`src/rtl/ysyx_25010008_arbiter_if.sv`:
```
// Read/write request-response bundle between one master and one slave.
// Purely structural: no logic and no latency of its own.
// Backpressure is carried by the ready/valid pairs of each channel.
interface ysyx_25010008_arbiter_if;
  logic [31:0] araddr;
  logic        arvalid;
  logic        arready;
  logic [31:0] rdata;
  logic [1:0]  rresp;
  logic        rvalid;
  logic        rready;
  logic [31:0] awaddr;
  logic        awvalid;
  logic        awready;
  logic [31:0] wdata;
  logic [3:0]  wstrb;
  logic        wvalid;
  logic        wready;
  logic [1:0]  bresp;
  logic        bvalid;
  logic        bready;

  // Seen from the side that issues requests.
  modport master (
    output araddr, arvalid, rready, awaddr, awvalid, wdata, wstrb, wvalid, bready,
    input  arready, rdata, rresp, rvalid, awready, wready, bresp, bvalid
  );

  // Seen from the side that answers requests.
  modport slave (
    input  araddr, arvalid, rready, awaddr, awvalid, wdata, wstrb, wvalid, bready,
    output arready, rdata, rresp, rvalid, awready, wready, bresp, bvalid
  );
endinterface

```
`src/rtl/ysyx_25010008_arbiter.sv`:
```
// Two-master to one-slave round-robin arbiter, one transaction at a time, with timeout.
// Grant takes one cycle from request; channels are then routed combinationally.
// Backpressure passes straight through the routed channels; losers see all-zero outputs.
module ysyx_25010008_arbiter #(
  parameter int TIMEOUT = 255,
  parameter int CNT_W   = 8
) (
  input  logic                           clk,
  input  logic                           rst,
  ysyx_25010008_arbiter_if.slave         m0,
  ysyx_25010008_arbiter_if.slave         m1,
  ysyx_25010008_arbiter_if.master        s,
  output logic                           busy,
  output logic                           gnt
);

  typedef enum logic [1:0] {IDLE, RD, WR, ERR} state_t;

  localparam logic [CNT_W-1:0] TMO     = CNT_W'(TIMEOUT);
  localparam logic [CNT_W-1:0] CNT_MAX = '1;
  localparam logic [1:0]       SLVERR  = 2'b10;

  state_t           state;
  logic             gnt_q;
  logic             last_q;
  logic [CNT_W-1:0] cnt;

  // Request-side signals of the currently granted master.
  logic [31:0] sel_araddr, sel_awaddr, sel_wdata;
  logic [3:0]  sel_wstrb;
  logic        sel_arvalid, sel_awvalid, sel_wvalid, sel_rready, sel_bready;

  assign sel_araddr  = gnt_q ? m1.araddr  : m0.araddr;
  assign sel_awaddr  = gnt_q ? m1.awaddr  : m0.awaddr;
  assign sel_wdata   = gnt_q ? m1.wdata   : m0.wdata;
  assign sel_wstrb   = gnt_q ? m1.wstrb   : m0.wstrb;
  assign sel_arvalid = gnt_q ? m1.arvalid : m0.arvalid;
  assign sel_awvalid = gnt_q ? m1.awvalid : m0.awvalid;
  assign sel_wvalid  = gnt_q ? m1.wvalid  : m0.wvalid;
  assign sel_rready  = gnt_q ? m1.rready  : m0.rready;
  assign sel_bready  = gnt_q ? m1.bready  : m0.bready;

  // Arbitration inputs, only consulted in IDLE.
  logic req0, req1, pick, pick_rd;
  assign req0    = m0.arvalid | m0.awvalid;
  assign req1    = m1.arvalid | m1.awvalid;
  // On a tie the master that was not served last wins; otherwise the lone requester.
  assign pick    = (req0 & req1) ? ~last_q : req1;
  // Reads go first when the winner has both a read and a write pending.
  assign pick_rd = pick ? m1.arvalid : m0.arvalid;

  // Exit handshakes and timeout detection.
  logic             rd_done, wr_done, tmo;
  logic [CNT_W-1:0] cnt_inc;
  assign rd_done = s.rvalid & sel_rready;
  assign wr_done = s.bvalid & sel_bready;
  assign cnt_inc = cnt + 1'b1;
  // The counter reaches TIMEOUT at the edge ending the TIMEOUT-th cycle of the transaction.
  assign tmo     = (TIMEOUT != 0) && (cnt_inc == TMO);

  // While in ERR the counter is otherwise idle, so its LSB records which channel timed out.
  logic err_wr;
  assign err_wr = cnt[0];

  // Transaction FSM: grant, channel, last-served pointer and cycle counter.
  always_ff @(posedge clk or negedge rst) begin
    if (!rst) begin
      state  <= IDLE;
      gnt_q  <= 1'b0;
      last_q <= 1'b1;
      cnt    <= '0;
    end else begin
      case (state)
        IDLE: begin
          if (req0 | req1) begin
            gnt_q <= pick;
            state <= pick_rd ? RD : WR;
            cnt   <= '0;
          end
        end
        RD: begin
          if (rd_done) begin
            state  <= IDLE;
            last_q <= gnt_q;
          end else if (tmo) begin
            state <= ERR;
            cnt   <= '0;
          end else if (cnt != CNT_MAX) begin
            cnt <= cnt_inc;
          end
        end
        WR: begin
          if (wr_done) begin
            state  <= IDLE;
            last_q <= gnt_q;
          end else if (tmo) begin
            state <= ERR;
            cnt   <= CNT_W'(1);
          end else if (cnt != CNT_MAX) begin
            cnt <= cnt_inc;
          end
        end
        ERR: begin
          if (err_wr ? sel_bready : sel_rready) begin
            state  <= IDLE;
            last_q <= gnt_q;
            cnt    <= '0;
          end
        end
        default: state <= IDLE;
      endcase
    end
  end

  assign busy = (state != IDLE);
  assign gnt  = gnt_q;

  // Slave-facing outputs: forward only the channels of the active transaction type.
  always_comb begin
    s.araddr  = '0;
    s.arvalid = 1'b0;
    s.rready  = 1'b0;
    s.awaddr  = '0;
    s.awvalid = 1'b0;
    s.wdata   = '0;
    s.wstrb   = '0;
    s.wvalid  = 1'b0;
    s.bready  = 1'b0;
    case (state)
      RD: begin
        s.araddr  = sel_araddr;
        s.arvalid = sel_arvalid;
        s.rready  = sel_rready;
      end
      WR: begin
        s.awaddr  = sel_awaddr;
        s.awvalid = sel_awvalid;
        s.wdata   = sel_wdata;
        s.wstrb   = sel_wstrb;
        s.wvalid  = sel_wvalid;
        s.bready  = sel_bready;
      end
      default: ;
    endcase
  end

  // Response view presented to the granted master; ERR synthesises a slave-error response.
  logic        g_arready, g_rvalid, g_awready, g_wready, g_bvalid;
  logic [31:0] g_rdata;
  logic [1:0]  g_rresp, g_bresp;

  always_comb begin
    g_arready = 1'b0;
    g_rvalid  = 1'b0;
    g_rdata   = '0;
    g_rresp   = '0;
    g_awready = 1'b0;
    g_wready  = 1'b0;
    g_bvalid  = 1'b0;
    g_bresp   = '0;
    case (state)
      RD: begin
        g_arready = s.arready;
        g_rvalid  = s.rvalid;
        g_rdata   = s.rdata;
        g_rresp   = s.rresp;
      end
      WR: begin
        g_awready = s.awready;
        g_wready  = s.wready;
        g_bvalid  = s.bvalid;
        g_bresp   = s.bresp;
      end
      ERR: begin
        if (err_wr) begin
          g_bvalid = 1'b1;
          g_bresp  = SLVERR;
        end else begin
          g_rvalid = 1'b1;
          g_rresp  = SLVERR;
        end
      end
      default: ;
    endcase
  end

  // Steer the granted view to one master; the other sees zeros.
  assign m0.arready = gnt_q ? 1'b0  : g_arready;
  assign m0.rvalid  = gnt_q ? 1'b0  : g_rvalid;
  assign m0.rdata   = gnt_q ? '0    : g_rdata;
  assign m0.rresp   = gnt_q ? '0    : g_rresp;
  assign m0.awready = gnt_q ? 1'b0  : g_awready;
  assign m0.wready  = gnt_q ? 1'b0  : g_wready;
  assign m0.bvalid  = gnt_q ? 1'b0  : g_bvalid;
  assign m0.bresp   = gnt_q ? '0    : g_bresp;

  assign m1.arready = gnt_q ? g_arready : 1'b0;
  assign m1.rvalid  = gnt_q ? g_rvalid  : 1'b0;
  assign m1.rdata   = gnt_q ? g_rdata   : '0;
  assign m1.rresp   = gnt_q ? g_rresp   : '0;
  assign m1.awready = gnt_q ? g_awready : 1'b0;
  assign m1.wready  = gnt_q ? g_wready  : 1'b0;
  assign m1.bvalid  = gnt_q ? g_bvalid  : 1'b0;
  assign m1.bresp   = gnt_q ? g_bresp   : '0;

endmodule

```
`src/flat_wrapper.sv`:
```
// flat-port wrapper written by rule: the top's interface ports become plain ports
module ysyx_25010008_arbiter_flat 
#(
  parameter int TIMEOUT = 255,
  parameter int CNT_W   = 8
)
  (clk, rst, busy, gnt, m0_araddr, m0_arvalid, m0_rready, m0_awaddr, m0_awvalid, m0_wdata, m0_wstrb, m0_wvalid, m0_bready, m0_arready, m0_rdata, m0_rresp, m0_rvalid, m0_awready, m0_wready, m0_bresp, m0_bvalid, m1_araddr, m1_arvalid, m1_rready, m1_awaddr, m1_awvalid, m1_wdata, m1_wstrb, m1_wvalid, m1_bready, m1_arready, m1_rdata, m1_rresp, m1_rvalid, m1_awready, m1_wready, m1_bresp, m1_bvalid, s_araddr, s_arvalid, s_rready, s_awaddr, s_awvalid, s_wdata, s_wstrb, s_wvalid, s_bready, s_arready, s_rdata, s_rresp, s_rvalid, s_awready, s_wready, s_bresp, s_bvalid);
  ysyx_25010008_arbiter_if m0_i ();
  ysyx_25010008_arbiter_if m1_i ();
  ysyx_25010008_arbiter_if s_i ();
  input  logic clk;
  input  logic rst;
  output logic busy;
  output logic gnt;
  input wire logic [$bits(m0_i.araddr)-1:0] m0_araddr;
  input wire logic [$bits(m0_i.arvalid)-1:0] m0_arvalid;
  input wire logic [$bits(m0_i.rready)-1:0] m0_rready;
  input wire logic [$bits(m0_i.awaddr)-1:0] m0_awaddr;
  input wire logic [$bits(m0_i.awvalid)-1:0] m0_awvalid;
  input wire logic [$bits(m0_i.wdata)-1:0] m0_wdata;
  input wire logic [$bits(m0_i.wstrb)-1:0] m0_wstrb;
  input wire logic [$bits(m0_i.wvalid)-1:0] m0_wvalid;
  input wire logic [$bits(m0_i.bready)-1:0] m0_bready;
  output wire logic [$bits(m0_i.arready)-1:0] m0_arready;
  output wire logic [$bits(m0_i.rdata)-1:0] m0_rdata;
  output wire logic [$bits(m0_i.rresp)-1:0] m0_rresp;
  output wire logic [$bits(m0_i.rvalid)-1:0] m0_rvalid;
  output wire logic [$bits(m0_i.awready)-1:0] m0_awready;
  output wire logic [$bits(m0_i.wready)-1:0] m0_wready;
  output wire logic [$bits(m0_i.bresp)-1:0] m0_bresp;
  output wire logic [$bits(m0_i.bvalid)-1:0] m0_bvalid;
  input wire logic [$bits(m1_i.araddr)-1:0] m1_araddr;
  input wire logic [$bits(m1_i.arvalid)-1:0] m1_arvalid;
  input wire logic [$bits(m1_i.rready)-1:0] m1_rready;
  input wire logic [$bits(m1_i.awaddr)-1:0] m1_awaddr;
  input wire logic [$bits(m1_i.awvalid)-1:0] m1_awvalid;
  input wire logic [$bits(m1_i.wdata)-1:0] m1_wdata;
  input wire logic [$bits(m1_i.wstrb)-1:0] m1_wstrb;
  input wire logic [$bits(m1_i.wvalid)-1:0] m1_wvalid;
  input wire logic [$bits(m1_i.bready)-1:0] m1_bready;
  output wire logic [$bits(m1_i.arready)-1:0] m1_arready;
  output wire logic [$bits(m1_i.rdata)-1:0] m1_rdata;
  output wire logic [$bits(m1_i.rresp)-1:0] m1_rresp;
  output wire logic [$bits(m1_i.rvalid)-1:0] m1_rvalid;
  output wire logic [$bits(m1_i.awready)-1:0] m1_awready;
  output wire logic [$bits(m1_i.wready)-1:0] m1_wready;
  output wire logic [$bits(m1_i.bresp)-1:0] m1_bresp;
  output wire logic [$bits(m1_i.bvalid)-1:0] m1_bvalid;
  output wire logic [$bits(s_i.araddr)-1:0] s_araddr;
  output wire logic [$bits(s_i.arvalid)-1:0] s_arvalid;
  output wire logic [$bits(s_i.rready)-1:0] s_rready;
  output wire logic [$bits(s_i.awaddr)-1:0] s_awaddr;
  output wire logic [$bits(s_i.awvalid)-1:0] s_awvalid;
  output wire logic [$bits(s_i.wdata)-1:0] s_wdata;
  output wire logic [$bits(s_i.wstrb)-1:0] s_wstrb;
  output wire logic [$bits(s_i.wvalid)-1:0] s_wvalid;
  output wire logic [$bits(s_i.bready)-1:0] s_bready;
  input wire logic [$bits(s_i.arready)-1:0] s_arready;
  input wire logic [$bits(s_i.rdata)-1:0] s_rdata;
  input wire logic [$bits(s_i.rresp)-1:0] s_rresp;
  input wire logic [$bits(s_i.rvalid)-1:0] s_rvalid;
  input wire logic [$bits(s_i.awready)-1:0] s_awready;
  input wire logic [$bits(s_i.wready)-1:0] s_wready;
  input wire logic [$bits(s_i.bresp)-1:0] s_bresp;
  input wire logic [$bits(s_i.bvalid)-1:0] s_bvalid;
  assign m0_i.araddr = m0_araddr;
  assign m0_i.arvalid = m0_arvalid;
  assign m0_i.rready = m0_rready;
  assign m0_i.awaddr = m0_awaddr;
  assign m0_i.awvalid = m0_awvalid;
  assign m0_i.wdata = m0_wdata;
  assign m0_i.wstrb = m0_wstrb;
  assign m0_i.wvalid = m0_wvalid;
  assign m0_i.bready = m0_bready;
  assign m0_arready = m0_i.arready;
  assign m0_rdata = m0_i.rdata;
  assign m0_rresp = m0_i.rresp;
  assign m0_rvalid = m0_i.rvalid;
  assign m0_awready = m0_i.awready;
  assign m0_wready = m0_i.wready;
  assign m0_bresp = m0_i.bresp;
  assign m0_bvalid = m0_i.bvalid;
  assign m1_i.araddr = m1_araddr;
  assign m1_i.arvalid = m1_arvalid;
  assign m1_i.rready = m1_rready;
  assign m1_i.awaddr = m1_awaddr;
  assign m1_i.awvalid = m1_awvalid;
  assign m1_i.wdata = m1_wdata;
  assign m1_i.wstrb = m1_wstrb;
  assign m1_i.wvalid = m1_wvalid;
  assign m1_i.bready = m1_bready;
  assign m1_arready = m1_i.arready;
  assign m1_rdata = m1_i.rdata;
  assign m1_rresp = m1_i.rresp;
  assign m1_rvalid = m1_i.rvalid;
  assign m1_awready = m1_i.awready;
  assign m1_wready = m1_i.wready;
  assign m1_bresp = m1_i.bresp;
  assign m1_bvalid = m1_i.bvalid;
  assign s_araddr = s_i.araddr;
  assign s_arvalid = s_i.arvalid;
  assign s_rready = s_i.rready;
  assign s_awaddr = s_i.awaddr;
  assign s_awvalid = s_i.awvalid;
  assign s_wdata = s_i.wdata;
  assign s_wstrb = s_i.wstrb;
  assign s_wvalid = s_i.wvalid;
  assign s_bready = s_i.bready;
  assign s_i.arready = s_arready;
  assign s_i.rdata = s_rdata;
  assign s_i.rresp = s_rresp;
  assign s_i.rvalid = s_rvalid;
  assign s_i.awready = s_awready;
  assign s_i.wready = s_wready;
  assign s_i.bresp = s_bresp;
  assign s_i.bvalid = s_bvalid;
  ysyx_25010008_arbiter #(.TIMEOUT(TIMEOUT), .CNT_W(CNT_W)) u_core (.clk(clk), .rst(rst), .m0(m0_i), .m1(m1_i), .s(s_i), .busy(busy), .gnt(gnt));
endmodule
```
`config.mk`:
```
export PLATFORM = sky130hd
export DESIGN_NAME = ysyx_25010008_arbiter_flat
export DESIGN_NICKNAME = d
export VERILOG_FILES = /design/src/rtl/ysyx_25010008_arbiter_if.sv /design/src/rtl/ysyx_25010008_arbiter.sv /design/src/flat_wrapper.sv
export SDC_FILE = /design/constraint.sdc
export NUM_CORES = 1
export LEC_CHECK = 0
export ABC_AREA = 1
export BUFFER_PORTS_ARGS = -buffer_cell sky130_fd_sc_hd__buf_4
export CAP_MARGIN = 10
export CORE_AREA = 2 2 169 171
export CTS_CLUSTER_DIAMETER = 100
export DETAILED_ROUTE_END_ITERATION = 12
export DIE_AREA = 0 0 171 173
export PLACE_DENSITY = 0.38
export SYNTH_ARGS = -nofsm -noshare
export SYNTH_HDL_FRONTEND = slang
export SYNTH_SLANG_ARGS = --single-unit
```
`constraint.sdc`:
```
create_clock -name clk -period 1.98 [get_ports clk]
set_clock_uncertainty 0.1 [all_clocks]
set_input_delay 0.198 -clock clk [delete_from_list [all_inputs] [get_ports clk]]
set_output_delay 0.198 -clock clk [all_outputs]
set_load 0.01 [all_outputs]
```
# [Word level (Yosys, flattened, before mapping)]
# Index checks and enable logic that the tools add are counted.
[word_totals] n_memories=0 register_bits=12 ram_bits=0 rom_bits=0 output_inout_bits=189 latch_bits=0 inputBits=253
[op_classes] n_shift=0 order_cmp=0 n_reduce_logical=7 n_div=0 add_sub_neg=1 n_bitwise=7 mul=0 eq_ne=11 muxes=68
[op_table] operator="$mux W32" count=9
[op_table] operator="$mux W8" count=7
[op_table] operator="$pmux W8 S4" count=1
[op_table] operator="$mux W1" count=31
[op_table] operator="$mux W2" count=12
[op_table] operator="$add A8 B1 Y8 const B" count=1
[op_table] operator="$eq A8 B8 Y1 const B" count=1
[op_table] operator="$mux W4" count=2
[op_table] operator="$ne A2 B1 Y1 const B" count=4
[op_table] operator="$ne A8 B8 Y1 const B" count=1
[op_table] operator="$pmux W2 S2" count=2
[op_table] operator="$pmux W2 S4" count=1
[op_table] operator="$reduce_and A4 Y1" count=2
[op_table] operator="$eq A2 B2 Y1 const B" count=2
[op_table] operator="$ne A2 B2 Y1 const B" count=2
[op_table] operator="$pmux W1 S2" count=2
[op_table] operator="$reduce_and A2 Y1" count=2
[op_table] operator="$and A1 B1 Y1" count=3
[op_table] operator="$or A1 B1 Y1" count=3
[op_table] operator="$pmux W1 S3" count=1
[op_table] operator="$reduce_bool A3 Y1" count=1
[op_table] operator="$eq A2 B1 Y1 const B" count=1
[op_table] operator="$logic_not A2 Y1" count=1
[op_table] operator="$reduce_bool A2 Y1" count=1
[op_table] operator="$not A1 Y1" count=1

# [Logic depth before layout (Yosys ltp)]
# Gate-level depths: netlist (run 1).
[depth] depth_word=7 depth_mapped=13 mapped_depth_nobuf=13

# [Worst setup path after synthesis (run 1)]
# No wires, ideal clock.
[synth_path] path_type="register -> output" startpoint="reg u_core.state[1]" endpoint="out m0_rdata[22]" path_buffers=2 arrival_ns=1.544 slack_ns=0.138 stages_incl_launch_ff=7 required_time_ns=1.682 cell_sequence="dfrtp_1 inv_1 ha_1 clkinv_1 clkbuf_1 clkbuf_1 nor3_1"
[synth_between] elab_chain_len=3
[synth_rtl] item="start, declared" line_no="ysyx_25010008_arbiter.sv:23" source="state_t state;"
[synth_rtl] item="start signal, assigned" line_no="ysyx_25010008_arbiter.sv:77" source="state <= pick_rd ? RD : WR;"
[synth_rtl] item="$eq A2 B1 Y1" line_no="ysyx_25010008_arbiter.sv:161" source="case (state)"
[synth_rtl] item="$mux W32" line_no="ysyx_25010008_arbiter.sv:161"
[synth_rtl] item="$mux W32" line_no="ysyx_25010008_arbiter.sv:190" source="assign m0.rdata = gnt_q ? '0 : g_rdata;"
[synth_rtl] item="end, declared" line_no="flat_wrapper.sv:25" source="output wire logic [$bits(m0_i.rdata)-1:0] m0_rdata;"
# No other way between the ends.

# [Worst setup path after layout (run 1)]
[layout_path] startpoint="reg u_core.state[0]" endpoint="out m1_bresp[0]"
[layout_between] elab_chain_len=3
[layout_rtl] item="$eq A2 B2 Y1" line_no="ysyx_25010008_arbiter.sv:161"
[layout_rtl] item="$pmux W2 S2 (*)" line_no="ysyx_25010008_arbiter.sv:161"
[layout_rtl] item="$mux W2 (*)" line_no="ysyx_25010008_arbiter.sv:204" source="assign m1.bresp = gnt_q ? g_bresp : '0;"
[layout_rtl] item="end, declared" line_no="flat_wrapper.sv:47" source="output wire logic [$bits(m1_i.bresp)-1:0] m1_bresp;"
# Every way passes the cells marked *; elsewhere a longest branch is shown, timed or not.

==> results of run 1 <==
-- registers in the layout, summed over array words and instances, names as in the netlist --
name / flops
u_core.state: 2
u_core.last_q: 1
u_core.cnt: 8
u_core.gnt: 1
-- routing by layer --
layer	global-route usage, %	up-vias	part of all wire [%]	routed length [um]
met5	0	-	0.17	47
met4	3.74	6	2.4	648
met3	5.36	34	10	2700
met2	27.9	300	48	12900
met1	19.6	2609	40	10700
li1	-	2960	-	-
-- synthesized netlist by cell type, types with 4 or more instances --
cell type | n | area (um2)
nor3_1 | 74 | 370
nand3_1 | 12 | 60.1
nand2_1 | 61 | 229
nor2_1 | 222 | 833
dfrtp_1 | 11 | 275
inv_2 | 5 | 18.8
o21ai_1 | 4 | 20.0
clkbuf_1 | 41 | 154
buf_1 | 6 | 22.5
a21oi_1 | 9 | 45.0
ha_1 | 6 | 75.1
inv_1 | 57 | 214
o21ai_0 | 111 | 556
-- placed cells by master, fill, tap and decap left out, types with 4 or more instances in the layout --
cell type and count:
o21ai_2 4, buf_6 19, nor2_1 217, nor3_2 38
buf_4 446, o21ai_0 93, nand3_1 11, dfrtp_1 9
buf_8 4, nor2_2 7, inv_1 54, inv_2 5
nand2_1 61, buf_12 14, a21oi_1 7, nor3_1 16
o21ai_1 20, clkbuf_16 8, nor3_4 20
-- critical path: stages, from the launching register on --
cell,delay [ns]
dfrtp_1,0.40
inv_2,0.10
ha_4,0.22
buf_12,0.16
clkinvlp_4,0.22
nor3_2,0.19
buf_4,0.15
-- path summary, 6_finish.rpt --
path	start	slack (ns)	endpoint	depth (start not counted)
max in group asynchronous	rst	1.29	u_core.last_q	2
min	rst	0.24	u_core.cnt[3]	2
min reg2reg	u_core.last_q	0.37	u_core.last_q	2
min in group clk	m1_arvalid	0.25	u_core.gnt	3
max reg2reg	u_core.state[0]	0.09	u_core.cnt[3]	10
max	u_core.state[0]	0.002	m1_bresp[0]	6
-- report_power, final --
group          leakage [nW]  total (mW)  switching, mW  internal, mW
sequential            0.156       0.435          0.109         0.326
combinational          4.01        8.62           4.82          3.80
clock                0.0382       0.388          0.116         0.272
-- cell families after synthesis --
kind of cell,share of synthesized area (%)
AOI/OAI and AO/OA,22.3
xor gates and xnor gates,0.561
adders and majority gates,2.41
buffers and inverters,14.7
DFF,9.66
and+or+nand+nor,50.4
-- repair_timing --
item	CTS	global route
resized for setup	30	143
hold buffers	1	0
setup endpoints to repair	133	122
endpoints found under the hold margin	12	0
cloned	2	5
pin swaps	0	37
setup buffers	5	6
-- cell type report --
type | count | area [um2]
antenna | 2 | 5.00
clock buffer | 4 | 78.8
fill | 3159 | 19500
inverter | 63 | 260
multi-input combinational | 519 | 2850
sequential | 12 | 307
tap | 378 | 473
timing repair buffer | 492 | 4130
==> flow_metrics.env, run 1 <==
export IMPL_status="finished clean"
export IMPL_io_buffers=441
export IMPL_hold_ws_ns=0.243
export IMPL_cts_sinks=12
export IMPL_rows=61
export IMPL_pre_cts_ws_ns=-0.0129
export IMPL_rsz0062_at_grt="yes"
export IMPL_fmax_mhz=506
export IMPL_max_cap_violations=0
export IMPL_cts_max_path_buffers=2
export IMPL_synth_seq_area_share_pct=9.66
export IMPL_die_x_um=171
export IMPL_postLayoutCellArea_um2=8100
export IMPL_drive_above_1_share_pct=54.1
export IMPL_setup_ws_ns=0.00246
export IMPL_synthToLayoutAreaGrowth_pct=160
export IMPL_syn_nets=906
export IMPL_cts_buffers=3
export IMPL_drc_errors=0
export IMPL_critical_path_arrival_ns=1.68
export IMPL_async_reset_ff_share_pct=100
export IMPL_synth_edf_count=0
export IMPL_ir_drop_mv=0.553
export IMPL_pin_count=442
export IMPL_viasPerCell=4.02
export IMPL_antenna_found_initial=5
export IMPL_die_y_um=173
export IMPL_end_kind="output port"
export IMPL_postRouteAntennaNets=0
export IMPL_cts_tree="yes"
export IMPL_nets=1350
export IMPL_start_util_pct=11.3
export IMPL_tightest_slew_ns=0.386
export IMPL_dp_cells=1445
export IMPL_synthCells=647
export IMPL_worst_ep_required_time_ns=1.68
export IMPL_clk_latency_ns=0.24
export IMPL_drt_iter0_markers=226
export IMPL_synth_distinct_cells=31
export IMPL_firstDrtPassIters=4
export IMPL_slew_headroom_pct=74.1
export IMPL_netlist_area_um2=3120
export IMPL_final_util_pct=29.3
export IMPL_post_route_period_util_pct=99.9
export IMPL_hp_class="primary input to asynchronous set/reset pin"
export IMPL_place_congestion=0.890
export IMPL_setup_viol=0
export IMPL_period_needed_ns=1.98
export IMPL_gr_total_overflow=0
export IMPL_place_area_um2=7010
export IMPL_ys_ff_latch=12
export IMPL_p_leak_nw=4.20
export IMPL_power_density_nw_per_um2=1170
export IMPL_critPathLaunchType="flop"
export IMPL_hold_violations=0
export IMPL_core_um2=27600
export IMPL_synth_area_per_cell_um2=4.82
export IMPL_synth_ff_type="dfrtp_1"
export IMPL_hpwl_um=21300
export IMPL_die_area_um2=29600
export IMPL_htreeDepth=1
export IMPL_fin_cells=1470
export IMPL_num_vias=5909
export IMPL_path_class="flop to output port"
export IMPL_grt_pass1_wl_um=36200
export IMPL_grt_max_degree=64
export IMPL_slew_violations=0
export IMPL_power_mw=9.44
export IMPL_fin_tns_setup_ns=0
export IMPL_root_buffer="clkbuf_16"
export IMPL_grt_pass1_vias=5520
export IMPL_path_clk_slew_ns=0.05
export IMPL_yosysWarnings=0
export IMPL_finalWirelength_um=27000
export IMPL_cp_max_fo=8
export IMPL_track_usage_pct=16.3
export IMPL_wl_per_cell_um=18.4
No activity file was read; power rests on OpenSTA's default activity.
==> inputs of run 2 (changes only) <==
--- a/config.mk
+++ b/config.mk
@@ -13,6 +13,7 @@
 export DETAILED_ROUTE_END_ITERATION = 12
 export DIE_AREA = 0 0 171 173
 export PLACE_DENSITY = 0.38
+export REMOVE_ABC_BUFFERS = 1
 export SYNTH_ARGS = -nofsm -noshare
 export SYNTH_HDL_FRONTEND = slang
 export SYNTH_SLANG_ARGS = --single-unit
==> run 2 against run 1 <==
  * Clock-buffer cell count unchanged
  * Worst hold slack worse by 0.0068 ns
  * Worst setup slack better by 0.031 ns
  * Register-to-register slack better by 0.03 ns
  * Highest routed layer unchanged
  * Critical path depth down 1
  * Critical path type unchanged
  * Power down 14%
  * Combinational power down 15%
  * Routed wire length down 9.3%
==> flow_metrics.env, run 2 (synthesized netlist as in run 1, its figures left out) <==
export IMPL_status="finished clean"
export IMPL_slew_headroom_pct=72.5
export IMPL_largest_registers="u_core.cnt: 8 flops, u_core.state: 2 flops"
export IMPL_largest_reg_flops=8
export IMPL_dr_max_layer_used="met5"
export IMPL_p_leak_nw=3.92
export IMPL_path_class="flop to output port"
export IMPL_dr_wl_met2_um=12000
export IMPL_nets=1333
export IMPL_fillers=3206
export IMPL_worst_r2r_endpoint="u_core.cnt[0]"
export IMPL_htreeDepth=1
export IMPL_grt_pass1_wl_um=34600
export IMPL_viasPerCell=3.97
export IMPL_path_clk_slew_ns=0.05
export IMPL_drt_iter0_markers=247
export IMPL_critPathSlowestCell="dfrtp_4"
export IMPL_timing_critical_path_buf_inv=3
export IMPL_die_y_um=173
export IMPL_pin_count=442
export IMPL_io_buffers=441
export IMPL_end_kind="output port"
export IMPL_final_common_cell="buf_4"
export IMPL_fin_tns_setup_ns=0
export IMPL_die_x_um=171
export IMPL_postRouteAntennaNets=0
export IMPL_ir_drop_mv=0.462
export IMPL_cts_sinks=12
export IMPL_grt_max_degree=65
export IMPL_cts_tree="yes"
export IMPL_synthToLayoutAreaGrowth_pct=135
export IMPL_start_util_pct=11.3
export IMPL_max_cap_violations=0
export IMPL_drive_above_1_share_pct=48.7
export IMPL_final_cell_mix="buf_4 (457), nor2_1 (222), o21ai_0 (95), nand2_1 (61), nor3_1 (57)"
export IMPL_slowest_delay_ns=0.53
export IMPL_fin_cells=1452
export IMPL_regMostFlops="u_core.cnt"
export IMPL_hpwl_um=20100
export IMPL_cp_max_fo=23
export IMPL_final_util_pct=26.6
export IMPL_critical_path_arrival_ns=1.65
export IMPL_wirelength_met1_um=9460
export IMPL_period_needed_ns=1.95
export IMPL_wl_per_cell_um=16.9
export IMPL_finalWirelength_um=24500
export IMPL_fmax_mhz=514
export IMPL_critical_path_cell_chain="inv_4 > buf_4 > nor2_1 > nor2_1 > buf_4"
export IMPL_slew_violations=0
export IMPL_hold_violations=0
export IMPL_worstRegToRegCells=12
export IMPL_rows=61
export IMPL_num_vias=5759
export IMPL_rrSetupSlack_ns=0.12
export IMPL_dp_cells=1437
export IMPL_drc_errors=0
export IMPL_cts_max_path_buffers=2
export IMPL_place_congestion=0.894
export IMPL_firstDrtPassIters=4
export IMPL_clk_latency_ns=0.24
export IMPL_tightest_slew_ns=0.408
export IMPL_worstReg2RegStart="u_core.state[0]"
export IMPL_core_um2=27600
export IMPL_die_area_um2=29600
export IMPL_setup_viol=0
export IMPL_hold_ws_ns=0.236
export IMPL_root_buffer="clkbuf_16"
export IMPL_cts_buffers=3
export IMPL_hp_class="primary input to asynchronous set/reset pin"
export IMPL_setup_ws_ns=0.0337
export IMPL_pre_cts_ws_ns=0.00909
export IMPL_power_density_nw_per_um2=1110
export IMPL_track_usage_pct=15.3
export IMPL_antenna_found_initial=2
export IMPL_gr_total_overflow=0
export IMPL_critPathLaunchType="flop"
export IMPL_wl_met3_um=2650
export IMPL_grt_pass1_vias=5637
export IMPL_worst_ep_required_time_ns=1.68
export IMPL_post_route_period_util_pct=98.3
export IMPL_cpLargestDelayFamily="buffers and inverters"
export IMPL_rsz0062_at_grt="yes"
## run 2: changes by cell type in the layout (fill, tap and decap cells not counted), moves of 11 or more
| cell | change |
|---|---|
| buf_4 | +11 |
| buf_6 | -14 |
| nor3_1 | +41 |
| nor3_2 | -21 |
| nor3_4 | -20 |
## run 2: report_power, final
part / switching [mW] / internal [mW] / total, mW
registers: 0.0916 / 0.328 / 0.420
clock network: 0.114 / 0.272 / 0.386
logic: 4.15 / 3.19 / 7.34
## run 2: cell type report
| cell class | count | area (um2) | share of cell area (%) |
|---|---|---|---|
| Antenna cell | 1 | 2.50 | 0.0341 |
| Multi-Input combinational cell | 519 | 2490 | 33.9 |
| Sequential cell | 12 | 308 | 4.19 |
| Inverter | 63 | 241 | 3.29 |
| Clock buffer | 4 | 78.8 | 1.07 |
| Tap cell | 378 | 473 | 6.44 |
| Timing Repair Buffer | 475 | 3750 | 51.1 |
## run 2: how the worst max path moves through the flow
stage | start | to | slack, ns | depth (start not counted)
floorplan | u_core.gnt | u_core.cnt[1] | -3.08 | 7
global placement | u_core.state[0] | u_core.cnt[7] | 0.01 | 11
detailed placement | u_core.state[0] | u_core.cnt[0] | 0.009 | 11
CTS | u_core.state[0] | u_core.cnt[6] | 0.004 | 10
global route | u_core.state[1] | m1_rdata[17] | -0.04 | 6
finish | u_core.gnt | s_araddr[29] | 0.03 | 5
## run 2: worst reg2reg max path, delay by kind of cell (launching register included)
kind,cells,cell delay [ns]
fa+ha+maj,1,0.21
buf+inv,4,0.37
flops,1,0.44
simple gates,6,0.55
compound gates,1,0.08
## run 2: per-layer routing
layer,GRT usage [%],up-vias
met5,0,-
met4,2.68,2
met3,5.01,24
met2,27.8,302
met1,17.3,2505
li1,-,2926
## run 2: stage by stage
step / power, mW / area, um2
floorplan: 3.49 / 2900
global placement: 7.51 / 7000
detailed placement: 7.42 / 7000
CTS: 7.97 / 7150
global route: 8.92 / 7340
finish: 8.15 / 7340
## run 2: repair_timing
| item | CTS | global route |
|---|---|---|
| cloned | 0 | 1 |
| hold buffers | 1 | 0 |
| setup endpoints to repair | 121 | 121 |
| buffers inserted | 4 | 4 |
| resized for setup | 8 | 46 |
| hold endpoints to repair | 12 | 0 |
| pin swaps | 1 | 1 |
==> inputs of run 3 (changes only) <==
--- a/config.mk
+++ b/config.mk
@@ -8,11 +8,11 @@
 export ABC_AREA = 1
 export BUFFER_PORTS_ARGS = -buffer_cell sky130_fd_sc_hd__buf_4
 export CAP_MARGIN = 10
-export CORE_AREA = 2 2 169 171
+export CORE_AREA = 2 2 172 174
 export CTS_CLUSTER_DIAMETER = 100
 export DETAILED_ROUTE_END_ITERATION = 12
-export DIE_AREA = 0 0 171 173
-export PLACE_DENSITY = 0.38
+export DIE_AREA = 0 0 174 176
+export PLACE_DENSITY = 0.37
 export REMOVE_ABC_BUFFERS = 1
 export SYNTH_ARGS = -nofsm -noshare
 export SYNTH_HDL_FRONTEND = slang
==> run 3 against run 2 <==
  * Via count is 3.0% higher
  * Worst setup slack worse by 0.0087 ns
  * Non-clock buffer count is 18 higher
  * Flip-flop and latch count stayed put
  * Routed wire length is 11% higher
  * Critical path depth is 2 higher
  * Sequential share of layout area is 0.34 points lower
  * Register-to-register slack better by 0.03 ns
  * Clock power is 7.0% higher
  * Sequential power is 4% lower
  * Largest cell class unchanged
  * Highest routed layer unchanged
==> flow_metrics.env, run 3 (synthesized netlist as in run 1, its figures left out) <==
export IMPL_status="finished clean"
export IMPL_tightest_slew_ns=0.361
export IMPL_die_area_um2=30600
export IMPL_root_buffer="clkbuf_16"
export IMPL_max_cap_violations=0
export IMPL_largest_registers="u_core.cnt: 8 flops, u_core.state: 2 flops"
export IMPL_power_density_nw_per_um2=1180
export IMPL_place_area_um2=7000
export IMPL_cts_max_path_buffers=2
export IMPL_place_congestion=0.870
export IMPL_nets=1352
export IMPL_grt_max_degree=70
export IMPL_io_buffers=441
export IMPL_end_kind="output port"
export IMPL_slew_violations=0
export IMPL_finalWirelength_um=27100
export IMPL_final_cell_mix="buf_4 (464), nor2_1 (218), o21ai_0 (99), nand2_1 (61), inv_1 (55)"
export IMPL_firstDrtPassIters=4
export IMPL_antenna_found_initial=1
export IMPL_critPathSlowestCell="dfrtp_1"
export IMPL_setup_ws_ns=0.0249
export IMPL_regMostFlops="u_core.cnt"
export IMPL_worst_r2r_endpoint="u_core.cnt[1]"
export IMPL_htreeDepth=1
export IMPL_rows=62
export IMPL_hp_class="primary input to asynchronous set/reset pin"
export IMPL_critPathLaunchType="flop"
export IMPL_pin_count=442
export IMPL_slowest_delay_ns=0.42
export IMPL_p_sw_mw=4.88
export IMPL_path_class="flop to output port"
export IMPL_drive_above_1_share_pct=52.6
export IMPL_track_usage_pct=15.4
export IMPL_die_x_um=174
export IMPL_final_common_cell="buf_4"
export IMPL_p_leak_nw=4.17
export IMPL_synthToLayoutAreaGrowth_pct=154
export IMPL_setup_viol=0
export IMPL_drc_errors=0
export IMPL_worstReg2RegStart="u_core.state[1]"
export IMPL_core_um2=28500
export IMPL_postRouteAntennaNets=0
export IMPL_fmax_mhz=511
export IMPL_gr_total_overflow=0
export IMPL_grt_pass1_wl_um=36400
export IMPL_hold_violations=0
export IMPL_pre_cts_ws_ns=0.0319
export IMPL_antenna_cells=0
export IMPL_worstRegToRegCells=11
export IMPL_die_y_um=176
export IMPL_cp_max_fo=7
export IMPL_critical_path_cell_chain="inv_2 > ha_4 > buf_12 > clkbuf_16 > o21ai_0 > nor2_1 > buf_4"
export IMPL_clk_latency_ns=0.24
export IMPL_num_vias=5934
export IMPL_cts_buffers=3
export IMPL_post_route_period_util_pct=98.7
export IMPL_period_needed_ns=1.96
export IMPL_rsz0062_at_grt="yes"
export IMPL_rrSetupSlack_ns=0.15
export IMPL_viasPerCell=4.02
export IMPL_cts_tree="yes"
export IMPL_path_clk_slew_ns=0.04
export IMPL_worst_ep_required_time_ns=1.68
export IMPL_timing_critical_path_buf_inv=4
export IMPL_fillers=3250
export IMPL_largest_reg_flops=8
export IMPL_seqPwrFrac_pct=4.3
export IMPL_slew_headroom_pct=75.7
export IMPL_sw_frac_of_total_pct=51.9
export IMPL_cpLargestDelayFamily="buffers and inverters"
export IMPL_p_comb_share_pct=91.3
export IMPL_ir_drop_mv=0.567
export IMPL_postLayoutCellArea_um2=7930
export IMPL_wl_per_cell_um=18.4
export IMPL_grt_pass1_vias=5833
export IMPL_power_mw=9.39
export IMPL_drt_iter0_markers=156
export IMPL_internal_power_mw=4.51
export IMPL_hpwl_um=20000
export IMPL_p_clk_share_pct=4.4
export IMPL_cts_sinks=12
export IMPL_start_util_pct=10.9
export IMPL_critical_path_arrival_ns=1.66
-- run 3: cell types whose count changed in the layout (fill, tap and decap cells not counted), moves of 5 or more --
cell / delta
clkbuf_16: +6
nor3_1: -28
buf_4: +7
nor3_2: +21
o21ai_1: -5
nor3_4: +7
-- run 3: metal layers --
metal	up-vias	GRT usage (%)	part of all wire, %
li1	2968	-	-
met1	2629	17.4	39
met2	310	29.6	51
met3	25	3.88	7.6
met4	2	2.00	1.6
met5	-	0	0.044
-- run 3: per-stage QoR --
stage                     instances  hold slack (ns)  util [%]  setup TNS, ns
after global placement         1446          -0.0460      24.5              0
after floorplan                 594           -0.198         -        -450.04
after global routing           1476            0.253      27.8          -1.91
after detailed placement       1446          -0.0484      24.5              0
after CTS                      1456            0.238      25.7         -0.614
final                          1476            0.240      27.8              0
-- run 3: layout make-up --
class	count	area (um2)	area share [%]
Tap cell	384	480	6.06
Inverter	63	246	3.11
Timing Repair Buffer	493	4110	51.8
Sequential cell	12	305	3.85
Clock buffer	4	88.8	1.12
Multi-Input combinational cell	520	2700	34.1
-- run 3: how the worst max path moves through the flow --
| stage | from | to | slack (ns) | cells after the start |
|---|---|---|---|---|
| 2_1_floorplan | u_core.gnt | u_core.cnt[1] | -3.08 | 7 |
| 3_3_place_gp | u_core.state[0] | s_wdata[4] | 0.03 | 6 |
| 3_5_place_dp | u_core.state[0] | s_wdata[4] | 0.03 | 6 |
| 4_1_cts | u_core.state[1] | m1_rdata[25] | -0.03 | 7 |
| 5_1_grt | u_core.state[0] | s_wdata[15] | -0.07 | 7 |
| 6_report | u_core.state[0] | s_wvalid | 0.02 | 7 |
-- run 3: power groups by stage --
stage	combinational (mW)	sequential (mW)	clock (mW)
detailed placement	6.94	0.419	0
finish	8.57	0.404	0.413
global placement	7.02	0.415	0
floorplan	2.88	0.607	0
global route	9.31	0.413	0.441
CTS	7.54	0.419	0.425
-- run 3: timing repair --
action,4_1_cts,5_1_grt
setup buffers,2,7
resized for setup,31,65
endpoints found under the hold margin,12,0
setup endpoints to repair,144,142
hold buffers,1,0
pin swaps,3,5
gates cloned,3,13
